### src/rtl/morse_receiver.sv
// Morse-style 13-slot serial line receiver: aligns on a rising edge, samples
// each slot at mid-slot and decodes the captured frame against an 8-entry table.
module morse_receiver #(
    parameter int SLOT_CYCLES = 2
) (
    input  logic        clock,
    input  logic        reset,
    input  logic        din,
    output logic [2:0]  letter,
    output logic [12:0] frame,
    output logic        valid,
    output logic        error,
    output logic        busy
);

    localparam logic [7:0] HALF_CNT = 8'(SLOT_CYCLES / 2);
    localparam logic [7:0] SLOT_CNT = 8'(SLOT_CYCLES);

    typedef enum logic [1:0] {
        IDLE,
        ALIGN,
        SHIFT,
        CHECK
    } state_t;

    state_t      state_q, state_d;
    logic        din_q;
    logic [7:0]  cnt_q, cnt_d;
    logic [3:0]  bits_q, bits_d;
    logic [12:0] shreg_q, shreg_d;
    logic [2:0]  letter_q, letter_d;
    logic [12:0] frame_q, frame_d;
    logic        valid_q, valid_d;
    logic        error_q, error_d;

    logic        hit;
    logic [2:0]  hit_idx;

    function automatic logic [12:0] code_of(input logic [2:0] idx);
        case (idx)
            3'd0:    code_of = 13'b1010000000000;
            3'd1:    code_of = 13'b1011101110111;
            3'd2:    code_of = 13'b1110101110000;
            3'd3:    code_of = 13'b1011101010000;
            3'd4:    code_of = 13'b1110111000000;
            3'd5:    code_of = 13'b1110100000000;
            3'd6:    code_of = 13'b1110111011100;
            default: code_of = 13'b1011101110100;
        endcase
    endfunction

    // Table entries are distinct, so at most one can hit.
    always_comb begin
        hit     = 1'b0;
        hit_idx = 3'd0;
        for (int i = 0; i < 8; i++) begin
            if (shreg_q == code_of(3'(i))) begin
                hit     = 1'b1;
                hit_idx = 3'(i);
            end
        end
    end

    always_comb begin
        state_d  = state_q;
        cnt_d    = cnt_q;
        bits_d   = bits_q;
        shreg_d  = shreg_q;
        letter_d = letter_q;
        frame_d  = frame_q;
        valid_d  = 1'b0;
        error_d  = 1'b0;
        case (state_q)
            IDLE: begin
                if (din && !din_q) begin
                    cnt_d   = HALF_CNT;
                    bits_d  = 4'd0;
                    state_d = ALIGN;
                end
            end
            ALIGN: begin
                if (cnt_q == 8'd1) begin
                    if (din) begin
                        shreg_d = 13'd1;
                        bits_d  = 4'd1;
                        cnt_d   = SLOT_CNT;
                        state_d = SHIFT;
                    end else begin
                        state_d = IDLE;
                    end
                end else begin
                    cnt_d = cnt_q - 8'd1;
                end
            end
            SHIFT: begin
                if (cnt_q == 8'd1) begin
                    shreg_d = {shreg_q[11:0], din};
                    bits_d  = bits_q + 4'd1;
                    cnt_d   = SLOT_CNT;
                    if (bits_q == 4'd12) begin
                        state_d = CHECK;
                    end
                end else begin
                    cnt_d = cnt_q - 8'd1;
                end
            end
            CHECK: begin
                frame_d = shreg_q;
                if (hit) begin
                    letter_d = hit_idx;
                    valid_d  = 1'b1;
                end else begin
                    error_d = 1'b1;
                end
                state_d = IDLE;
            end
            default: state_d = IDLE;
        endcase
    end

    // din_q resets high so a line already high at release is not a start.
    always_ff @(posedge clock or posedge reset) begin
        if (reset) begin
            state_q  <= IDLE;
            din_q    <= 1'b1;
            cnt_q    <= 8'd0;
            bits_q   <= 4'd0;
            shreg_q  <= 13'd0;
            letter_q <= 3'd0;
            frame_q  <= 13'd0;
            valid_q  <= 1'b0;
            error_q  <= 1'b0;
        end else begin
            state_q  <= state_d;
            din_q    <= din;
            cnt_q    <= cnt_d;
            bits_q   <= bits_d;
            shreg_q  <= shreg_d;
            letter_q <= letter_d;
            frame_q  <= frame_d;
            valid_q  <= valid_d;
            error_q  <= error_d;
        end
    end

    assign letter = letter_q;
    assign frame  = frame_q;
    assign valid  = valid_q;
    assign error  = error_q;
    assign busy   = (state_q != IDLE);

endmodule

### config.mk
export PLATFORM = sky130hd
export DESIGN_NAME = morse_receiver
export DESIGN_NICKNAME = d
export VERILOG_FILES = /design/src/rtl/morse_receiver.sv
export SDC_FILE = /design/constraint.sdc
export NUM_CORES = 1
export LEC_CHECK = 0
export CAP_MARGIN = 20
export CORE_ASPECT_RATIO = 1.1
export CORE_MARGIN = 5
export CORE_UTILIZATION = 42
export DETAILED_ROUTE_END_ITERATION = 10
export GPL_TIMING_DRIVEN = 0
export SYNTH_ARGS = -nofsm -noshare
export SYNTH_HDL_FRONTEND = slang
export SYNTH_SLANG_ARGS = --single-unit
export TNS_END_PERCENT = 10
### constraint.sdc
create_clock -name clock -period 2 [get_ports clock]
set_input_delay 0.3 -clock clock [delete_from_list [all_inputs] [get_ports clock]]
set_output_delay 0.3 -clock clock [all_outputs]
set_load 0.005 [all_outputs]
==> results.md, run 1 <==
* ANT nets after route at 0
* Layout cells sized above 1 at between 10% and 20%
* CP endpoint kind: register
* DIE HEIGHT at ~90 um
* Clock latency on the worst-skew pair at 0.30 ns
* Routability Congestion at 0.866
* Syn Inst Count at ~250
* Outcome: completed
* Reg2reg path depth at 6
* F_max at between 500 and 600 MHz
* Critical path class: reg2reg
* Vias in the first global route at 1848
* Port bufs at 21
* Count of state elements after synthesis at 46
* Post-layout minimum cycle time at around 1.9 ns
* Total CTS buffers at 5
* Relative slew slack at between 50% and 60%
* Leakage at 1.24 nW
* Combinational fraction of design power at 2.6%
* CTS Root Cell: clkbuf_8
* EDFF count, synth at 0
* Internal Power at 1.22 mW
* Worst R2R End: bits_q[3]
* Part of the cycle the worst path needs at 97.1%
* Slowest stage delay, CP at 0.54 ns
* Clk slew on worst S/H paths at ~0.09 ns
* Dpl cells at 344
* Core area at 5700 um^2
* Crit path launch: cnt_q[3]
* CTS tree: done
* Most common cell after layout, fill and taps aside: dfrtp_1
* Final Core Density at 51.7%
* NetSw at 333 uW
* Top FF cell, synth: dfrtp_1
* Dpl cell area at between 2000 and 3000 um^2
* WL final at 4810 um
* Max IR drop VDD at 323 uV
* TritonCTS Sinks at 46
* Worst-Margin Slew at 0.608 ns
* Fin cells at approximately 350
* Layout area overhead at 20.9%
* Final setup viols at 0
* Via count at 1832
* Setup TNS Final at 0 ns
* Gr ovfl total at 0
* DRC at 0
* Slew Limit Fails at 0
* Distinct cell type count after synthesis at 46
* Reg2reg setup slack at approximately 0.059 ns
* Syn_nets at ~260
* CTS max path bufs at 2
* Initial Util at 42.7%
* Number of max-cap violations at 0
* Cell chain of the critical path: or4_1, buf_6, o41ai_4, o211ai_4, o21ai_1, a32o_1
* Slowest stage cell, crit path: or4_1
* Antenna diodes at 0
* Crit path DAT at 2.17 ns
* Reg2reg start: cnt_q[3]
* Setup crit start kind: register
* Synth warn at 0
* Std cell rows at 29
* Clock skew after layout at 0.00602 ns
* Worst Setup EP: bits_q[3]
* Commonest cells after routing, fill and taps aside: dfrtp_1 (43), inv_1 (24), nand3_1 (23)
* WP data required at approximately 2.2 ns
* Total track usage at 14.2%
* Initial drt markers at 109
* CTS Hold Bufs at 0
* Die X at 82.6 um
* Switching Fraction at 21.4%
* Register area share after synthesis at approximately 47%
* Initial antenna violation count at 0
* Final instance area at 2940 um^2
* Wire per inst at 13.6 um
* DR vias/cell at 5.18
* Ports at 22
* Part of the power in registers at 60.0%
* Max Fanout on Critical Path at 8
* NumNets Final at 288
* Clock group share of total power at 37.4%
* Pwr Density at between 500 and 600 nW/um^2
* First-pass GRT wire length at 8410 um
* Post-synth ARST share at 100%
* Die Area at 7420 um^2
* Largest net degree at the start of global routing at 32
* Pre-antenna DRT Iters at 4
* Final hold vios at 0
* RSZ-0062 raised after global routing: yes
* Syn Area/Cell at 9.93 um^2
* HP Class: in2async
* H-tree Lvls at 2
* Synth Cell Area at around 2400 um^2
* Hpwl dp at 3490 um
[cell usage after synthesis (4+ instances only)]
| cell | count | area share [%] |
|---|---|---|
| dfrtp_1 | 45 | 46 |
| inv_1 | 25 | 3.9 |
| nand3_1 | 23 | 4.7 |
| o21ai_0 | 20 | 4.1 |
| nor2_1 | 14 | 2.2 |
| mux2_2 | 13 | 6.0 |
| nand2_1 | 12 | 1.9 |
| ha_1 | 9 | 4.6 |
| clkbuf_1 | 7 | 1.1 |
| nand2b_1 | 7 | 1.8 |
| xor2_1 | 6 | 2.2 |
| nor3_1 | 5 | 1.0 |
| nor4_1 | 5 | 1.3 |
| o21ai_1 | 5 | 1.0 |
| a21oi_1 | 4 | 0.82 |
[final cells by class]
| cell class | instances | area, um^2 |
|---|---|---|
| plain buffers | 8 | 43.8 |
| clock buffers | 6 | 82.6 |
| clock inverters | 2 | 12.5 |
| fillers | 544 | 2750 |
| inverters | 25 | 93.8 |
| multi-input cells | 165 | 1210 |
| flip-flops and latches | 46 | 1150 |
| well taps | 77 | 96.3 |
| repair buffers | 25 | 253 |
[how the worst min path moves through the flow]
stage               startpoint        end  slack (ns)
floorplan                  din      din_q        0.30
global placement     letter[1]  letter[1]        0.47
detailed placement   letter[2]  letter[2]        0.48
CTS                      reset   frame[8]        0.28
global route             reset   frame[8]        0.30
finish                   reset   frame[8]        0.28
[metrics by stage]
| step | hold slack [ns] | power (mW) | setup WS [ns] |
|---|---|---|---|
| detailed placement | 0.476 | 0.993 | -0.261 |
| global placement | 0.469 | 0.988 | -0.326 |
| floorplan | 0.304 | 0.975 | 0.0842 |
| finish | 0.276 | 1.56 | 0.0585 |
| CTS | 0.280 | 1.59 | 0.00626 |
| global route | 0.302 | 1.64 | -0.0519 |
[repair_timing]
action	4_1_cts	5_1_grt
setup buffers	1	2
endpoints found under the setup margin	23	27
pin swaps	3	9
resized for setup	7	13
[layer usage]
metal	track usage [%]	wire length (um)	part of all wire, %
met5	0	0	0
met2	23.3	2460	51
met3	3.50	145	3.0
met1	17.9	2130	44
met4	4.77	76	1.6
[cell families after synthesis]
kind of cell	after synthesis	synth area share, %
DFF	46	47.4
xor gates and xnor gates	6	2.16
adders and majority gates	9	4.63
and+or+nand+nor	86	18.6
muxes	15	6.84
AOI/OAI and AO/OA	49	14.9
buffers and inverters	34	5.60
[power groups by stage]
stage | registers (mW) | logic (mW) | clock network [mW]
2_1_floorplan | 0.952 | 0.0232 | 0
3_3_place_gp | 0.953 | 0.0350 | 0
3_5_place_dp | 0.953 | 0.0405 | 0
4_1_cts | 0.934 | 0.0412 | 0.612
5_1_grt | 0.935 | 0.0465 | 0.655
6_report | 0.934 | 0.0398 | 0.582
[state kept, by name, indices dropped and copies added, names as in the netlist, named ones only]
register and count:
valid 1, bits_q 4, error 1, state_q 1, frame 13, cnt_q 8
shreg_q 13, din_q 1, letter 3
[worst max-delay path, delay by kind of cell, from the launching register on]
kind / cells / cell delay [ns]
buffers and inverters: 1 / 0.16
AOI/OAI and AO/OA: 4 / 0.76
and+or+nand+nor: 1 / 0.54
DFF: 1 / 0.41
Note: power is estimated with default switching activity, not from simulation.
==> run 2: changes to the inputs <==
Settings changed: ABC_AREA from default to 1, CTS_CLUSTER_DIAMETER from default to 150.
==> run 2 against run 1 <==
Non-clock buffer count decreased by 3. Setup slack gained 0.11 ns. Critical path type is now reg2out. Via count grew 4.0%. Combinational power rose to 31 times the previous value. Sequential share of layout area increased by 1.8 points. Final cell count rose by 11%. Largest cell class is now registers.
==> results.md, run 2 <==
* CTS Root Cell: clkbuf_8
* Largest family of logic cells by synthesized area: simple AND/OR/NAND/NOR gates
* Fin cells at 394 (+11%)
* Core area at 5660 um^2 (-0.64%)
* Synth cell count leaders: nand2_1 (64), dfrtp_1 (45), inv_1 (35)
* Combinational fraction of design power at 42.0% (+39 points)
* Part of the power in registers at 39.6% (-20 points)
* Initial antenna violation count at 0 (unchanged)
* Area of the multi-input gates at 1060 um^2 (-12%)
* CTS Hold Bufs at 0 (unchanged)
* Total CTS buffers at 5 (unchanged)
* ANT nets after route at 0 (unchanged)
* Delay-heaviest family, CP: buffers and inverters
* Synth area leader: dfrtp_1
* Clock group share of total power at 18.5% (-19 points)
* Port bufs at 21 (unchanged)
* Part of the cycle the worst path needs at 91.7% (-5.4 points)
* F_max at 545 MHz (+5.8%)
* DIE HEIGHT at 89.3 um (-0.57%)
* NetSw at 1.20 mW (+260%)
* Die X at 82.1 um (-0.56%)
* Leakage at 1.31 nW (+5.7%)
* Syn Area/Cell at 8.34 um^2 (-16%)
* Number of max-cap violations at 0 (unchanged)
* Reg area at 1150 um^2 (-0.11%)
* Critical path class: reg2out
* Die Area at 7330 um^2 (-1.1%)
* Synth area leaders: dfrtp_1 (47%), nand2_1 (10%), nand3_1 (6.9%)
* Met2 Use GR at 25.6% (+2.4 points)
* Internal Power at 1.70 mW (+39%)
* NumNets Final at 329 (+14%)
* Worst path buffer plus inverter count at 3 (+2)
* Min Hold Slack at 0.323 ns (+0.0467 ns)
* Layout area overhead at 16.9%
* Slew Limit Fails at 0 (unchanged)
* WL final at 4890 um (+1.6%)
* Syn Inst Count at 288 (+18%)
* CP endpoint kind: output port
* EDFF count, synth at 0 (unchanged)
* Cell mode on critical path: inv_1
* TritonCTS Sinks at 46 (unchanged)
* Setup crit start kind: register
* Filler cells at 567 (+4.2%)
* Final setup viols at 0 (unchanged)
* Clock latency on the worst-skew pair at 0.29 ns (about the same)
* Clock skew after layout at 0.00757 ns (+0.00155 ns)
* Wire per inst at 12.4 um (-8.7%)
* HP Class: in2async
* Layout cells sized above 1 at 10.1% (-8.7 points)
* Setup ws final at 0.166 ns (+0.107 ns)
* H-tree Lvls at 2 (unchanged)
* Count of state elements after synthesis at 46 (unchanged)
* DRC at 0 (unchanged)
* Initial Util at 42.4% (-0.28 points)
* Max IR drop VDD at 459 uV (+42%)
* Total track usage at 15.6% (+1.4 points)
* Outcome: completed
* Dpl cells at 387 (+13%)
* Slowest stage cell, crit path: clkdlybuf4s50_1
* Post-layout minimum cycle time at 1.83 ns (-0.107 ns)
* Post-synthesis mux area share at 0% (-6.8 points)
* Crit path DAT at 1.53 ns (-0.64 ns)
* Final hold vios at 0 (unchanged)
* Top FF cell, synth: dfrtp_1
* Most common cell after layout, fill and taps aside: nand2_1
* Synth Cell Area at 2400 um^2 (-1.3%)
* Synth top area share at 46.9% (+0.60 points)
* Initial drt markers at 52 (-52%)
* Gr ovfl total at 0 (unchanged)
* Synth warn at 0 (unchanged)
* First-pass GRT wire length at 8890 um (+5.7%)
* GR Layer Usage met3 at 3.63% (+0.13 points)
* Slowest stage delay, CP at 0.49 ns (-0.05 ns)
* Syn_nets at 300 (+17%)
* Distinct cell type count after synthesis at 27 (-41%)
* WP data required at 1.70 ns (-0.53 ns)
* Cell chain of the critical path: inv_1, ha_1, inv_1, clkdlybuf4s50_1
* Largest net degree at the start of global routing at 29 (-9.4%)
* Relative slew slack at 62.3% (+2.9 points)
* Max Fanout on Critical Path at 5 (-3)
* Pre-antenna DRT Iters at 4 (unchanged)
* Pwr Density at 1030 nW/um^2 (+95%)
* Most common cell in the synthesized netlist: nand2_1
* Hpwl dp at 3690 um (+5.6%)
* Via count at 1905 (+4.0%)
* Grt met1 use at 20.8% (+2.9 points)
* Std cell rows at 29 (unchanged)
* Routability Congestion at 0.865 (-0.10%)
* Ports at 22 (unchanged)
* RSZ-0062 raised after global routing: no
* Compound-Gate Fraction of Synth Area at 11.6% (-3.3 points)
* CTS tree: done
* Busiest grt layer: met2
* Commonest cells after routing, fill and taps aside: nand2_1 (64), dfrtp_1 (44), inv_1 (34)
* Register area share after synthesis at 48.0% (+0.62 points)
* Vias in the first global route at 1910 (+3.4%)
* Synth Area in Adders at 4.69% (+0.060 points)
* Switching Fraction at 41.3% (+20 points)
* Antenna diodes at 0 (unchanged)
* Post-Synth XOR/XNOR Area at 2.19% (+0.028 points)
* Post-synth ARST share at 100% (unchanged)
* Worst-Margin Slew at 0.565 ns (-0.0429 ns)
* Pre-CTS setup slack at 0.000397 ns (+0.261 ns)
* Clk slew on worst S/H paths at 0.09 ns (about the same)
* Post-CTS Setup Bufs at 0 (-1)
* Post-Synth Simple-Gate Area at 25.8% (+7.2 points)
* CTS max path bufs at 2 (unchanged)
* DR vias/cell at 4.84 (-6.6%)
run 2: cell count changes in the layout (fill, tap and decap cells not counted), moves of 4 or more:
cell,previous run,this run
nor2_1,14,26
nand2_1,12,64
o21ai_0,18,29
inv_1,24,34
nor4_1,4,0
o21ai_2,2,8
mux2_2,13,0
nand3_1,23,33
nand2b_1,7,0
run 2: worst paths after layout:
kind	start	to	slack, ns	cells after the start
max in group asynchronous	reset	din_q	1.13	3
worst min register to register	letter[2]	letter[2]	0.48	2
worst max-delay path	state_q[0]	busy	0.17	4
min in group clock	din	din_q	0.46	1
worst max register to register	state_q[0]	shreg_q[11]	0.18	7
worst min-delay path	reset	valid	0.32	2
run 2: cell type report:
type / instances / share of cell area [%]
plain buffers: 8 / 1.74
clock buffers: 5 / 2.45
clock inverters: 2 / 0.356
inverters: 37 / 4.94
multi-input cells: 197 / 37.8
flip-flops and latches: 46 / 41.1
well taps: 77 / 3.43
repair buffers: 22 / 8.20
run 2: repair_timing:
item,4_1_cts,5_1_grt
gates resized for setup,0,1
hold endpoints to repair,0,0
endpoints found under the setup margin,0,1
run 2: power groups by stage:
stage	Combinational [mW]	Clock, mW	Sequential, mW
after global routing	1.39	0.602	1.16
final	1.22	0.535	1.15
after floorplan	0.924	0	1.14
after global placement	1.20	0	1.16
after detailed placement	1.22	0	1.16
after CTS	1.23	0.560	1.14
run 2: per-layer routing:
layer	share of wire, %	vias to the layer above
met2	50	25
met3	2.2	6
met4	1.1	0
li1	-	983
met5	0	-
met1	47	891
run 2: logic make-up (layout without fill, tap and decap cells):
logic type	count (synthesis)	after routing
compound gates	46	46
buf+inv	45	74
simple gates	136	136
xor+xnor	6	6
fa+ha+maj	9	9
flops	46	46
run 2: metrics by stage:
stage / utilization (%) / power [mW] / setup TNS [ns] / instance area [um^2]
2_1_floorplan: - / 2.06 / 0 / 2400
3_3_place_gp: 47.9 / 2.36 / -18.46 / 2710
3_5_place_dp: 48.2 / 2.39 / 0 / 2730
4_1_cts: 49.6 / 2.94 / 0 / 2810
5_1_grt: 49.6 / 3.16 / 0 / 2810
6_report: 49.6 / 2.90 / 0 / 2810
==> run 3: changes to the inputs <==
Settings changed: SETUP_SLACK_MARGIN from default to 0.5.
==> run 3 against run 2 <==
Die area is the same. Non-clock buffer count up 26. Combinational power is 47% higher. Highest routed layer unchanged. Register-to-register slack improved by 0.26 ns. Clock skew grew 0.0066 ns. Clock power rose by 28%.
==> results.md, run 3 (same netlist as run 2, synthesis figures left out) <==
* Reg2reg start: state_q[0]
* Pre-CTS setup slack at 0.0158 ns (+0.0154 ns)
* CP endpoint kind: register
* Clock latency on the worst-skew pair at 0.30 ns (about the same)
* Clock skew after layout at 0.0141 ns (+0.00657 ns)
* Reg2reg setup slack at 0.44 ns (+0.26 ns)
* Antenna diodes at 0 (unchanged)
* DR vias/cell at 4.86 (+0.51%)
* Final setup viols at 0 (unchanged)
* Reg2reg path depth at 9 (+2)
* DIE HEIGHT at 89.3 um (unchanged)
* Std cell rows at 29 (unchanged)
* Initial Util at 42.4% (unchanged)
* CTS max path bufs at 2 (unchanged)
* Pwr Density at 1120 nW/um^2 (+8.5%)
* Final hold vios at 0 (unchanged)
* Via count at 2046 (+7.4%)
* Switching Fraction at 39.5% (-1.8 points)
* Outcome: completed
* Initial antenna violation count at 0 (unchanged)
* Total CTS buffers at 5 (unchanged)
* Leakage at 1.49 nW (+13%)
* Pre-antenna DRT Iters at 4 (unchanged)
* HP Class: in2async
* H-tree Lvls at 2 (unchanged)
* Dpl cell area at 2760 um^2 (+1.0%)
* Hpwl dp at 3650 um (-0.97%)
* Vias in the first global route at 2028 (+6.2%)
* Wire per inst at 13.1 um (+5.5%)
* Part of the cycle the worst path needs at 78.1% (-14 points)
* Clk slew on worst S/H paths at 0.10 ns (about the same)
* Relative slew slack at 69.1% (+6.7 points)
* CTS tree: done
* DRC at 0 (unchanged)
* Crit path DAT at 1.78 ns (+0.25 ns)
* Die X at 82.1 um (unchanged)
* Combinational fraction of design power at 49.2% (+7.2 points)
* Max IR drop VDD at 503 uV (+9.4%)
* TritonCTS Sinks at 46 (unchanged)
* Layout cells sized above 1 at 26.5% (+16 points)
* Final instance area at 3260 um^2 (+16%)
* Slew Limit Fails at 0 (unchanged)
* Filler cells at 535 (-5.6%)
* Die Area at 7330 um^2 (unchanged)
* Layout area overhead at 35.6%
* NumNets Final at 355 (+7.9%)
* Max Fanout on Critical Path at 7 (+2)
* Worst-Margin Slew at 0.463 ns (-0.102 ns)
* WL final at 5510 um (+13%)
* F_max at 640 MHz (+17%)
* Dpl cells at 387 (unchanged)
* Gr ovfl total at 0 (unchanged)
* Final Core Density at 57.6% (+7.9 points)
* CTS Root Cell: clkbuf_8
* WP data required at 2.22 ns (+0.52 ns)
* NetSw at 1.44 mW (+20%)
* Port bufs at 21 (unchanged)
* Routability Congestion at 0.812 (-6.2%)
* Worst Setup EP: shreg_q[11]
* Total track usage at 16.7% (+1.1 points)
* Setup crit start kind: register
* Number of max-cap violations at 0 (unchanged)
* Crit path launch: state_q[0]
* Power Total at 3.64 mW (+26%)
* Initial drt markers at 70 (+35%)
* ANT nets after route at 0 (unchanged)
* Fin cells at 421 (+6.9%)
* Ports at 22 (unchanged)
* CTS Hold Bufs at 0 (unchanged)
* Part of the power in registers at 32.1% (-7.5 points)
* Clock group share of total power at 18.7% (+0.2 points)
* Setup ws final at 0.437 ns (+0.272 ns)
* Commonest cells after routing, fill and taps aside: nand2_1 (63), dfrtp_1 (44), inv_1 (26), nand3_1 (26), o21ai_0 (23)
* Core area at 5660 um^2 (unchanged)
* Most common cell after layout, fill and taps aside: nand2_1
* Internal Power at 2.20 mW (+30%)
* First-pass GRT wire length at 9490 um (+6.8%)
* RSZ-0062 raised after global routing: yes
* Post-layout minimum cycle time at 1.56 ns (-0.272 ns)
* Worst R2R End: shreg_q[11]
* Critical path class: reg2reg
* Largest net degree at the start of global routing at 26 (-10%)
## run 3: routing by layer
metal	vias up	part of all wire, %	GRT usage [%]
met4	0	2.1	5.14
met1	978	46	21.0
met5	-	0	0
met2	19	50	29.0
met3	9	2.0	3.13
li1	1040	-	-
## run 3: final cells by class
cell class	count	area, um^2	share of cell area, %
multi-input combinational	197	1230	37.7
sequential	46	1150	35.4
timing repair buffer	48	460	14.1
inverter	37	144	4.42
tap	77	96.3	2.96
clock buffer	5	68.8	2.11
buffer	8	67.6	2.07
clock inverter	3	40.0	1.23
## run 3: how the worst min path moves through the flow
stage	from	to	slack, ns	depth (start not counted)
global route	reset	cnt_q[1]	0.38	2
CTS	reset	cnt_q[1]	0.35	2
detailed placement	letter[2]	letter[2]	0.47	2
global placement	letter[2]	letter[2]	0.46	2
floorplan	din	din_q	0.30	0
finish	reset	cnt_q[1]	0.34	2
## run 3: power by group through the flow
stage | logic (mW) | registers, mW | clock network (mW)
global route | 1.99 | 1.19 | 0.747
CTS | 1.65 | 1.16 | 0.698
global placement | 1.25 | 1.17 | 0
detailed placement | 1.27 | 1.17 | 0
finish | 1.79 | 1.17 | 0.683
floorplan | 0.968 | 1.15 | 0
## run 3: worst max-delay path, stage by stage, from the launching register on
cell     delay [ns]
dfrtp_2        0.49
inv_4          0.11
ha_4           0.13
buf_6          0.12
nor2_4         0.04
nor3_4         0.18
buf_12         0.15
buf_6          0.10
nand3_1        0.06
o21ai_1        0.09
## run 3: stage by stage
stage / hold slack (ns) / setup TNS [ns]
after CTS: 0.351 / 0
after global routing: 0.378 / 0
after detailed placement: 0.466 / 0
final: 0.340 / 0
after floorplan: 0.304 / 0
after global placement: 0.459 / -18.41
## run 3: timing repair
action	CTS	global route
gates resized for setup	35	24
cloned	2	0
setup endpoints to repair	41	54
pin swaps	6	2
setup buffers	17	7
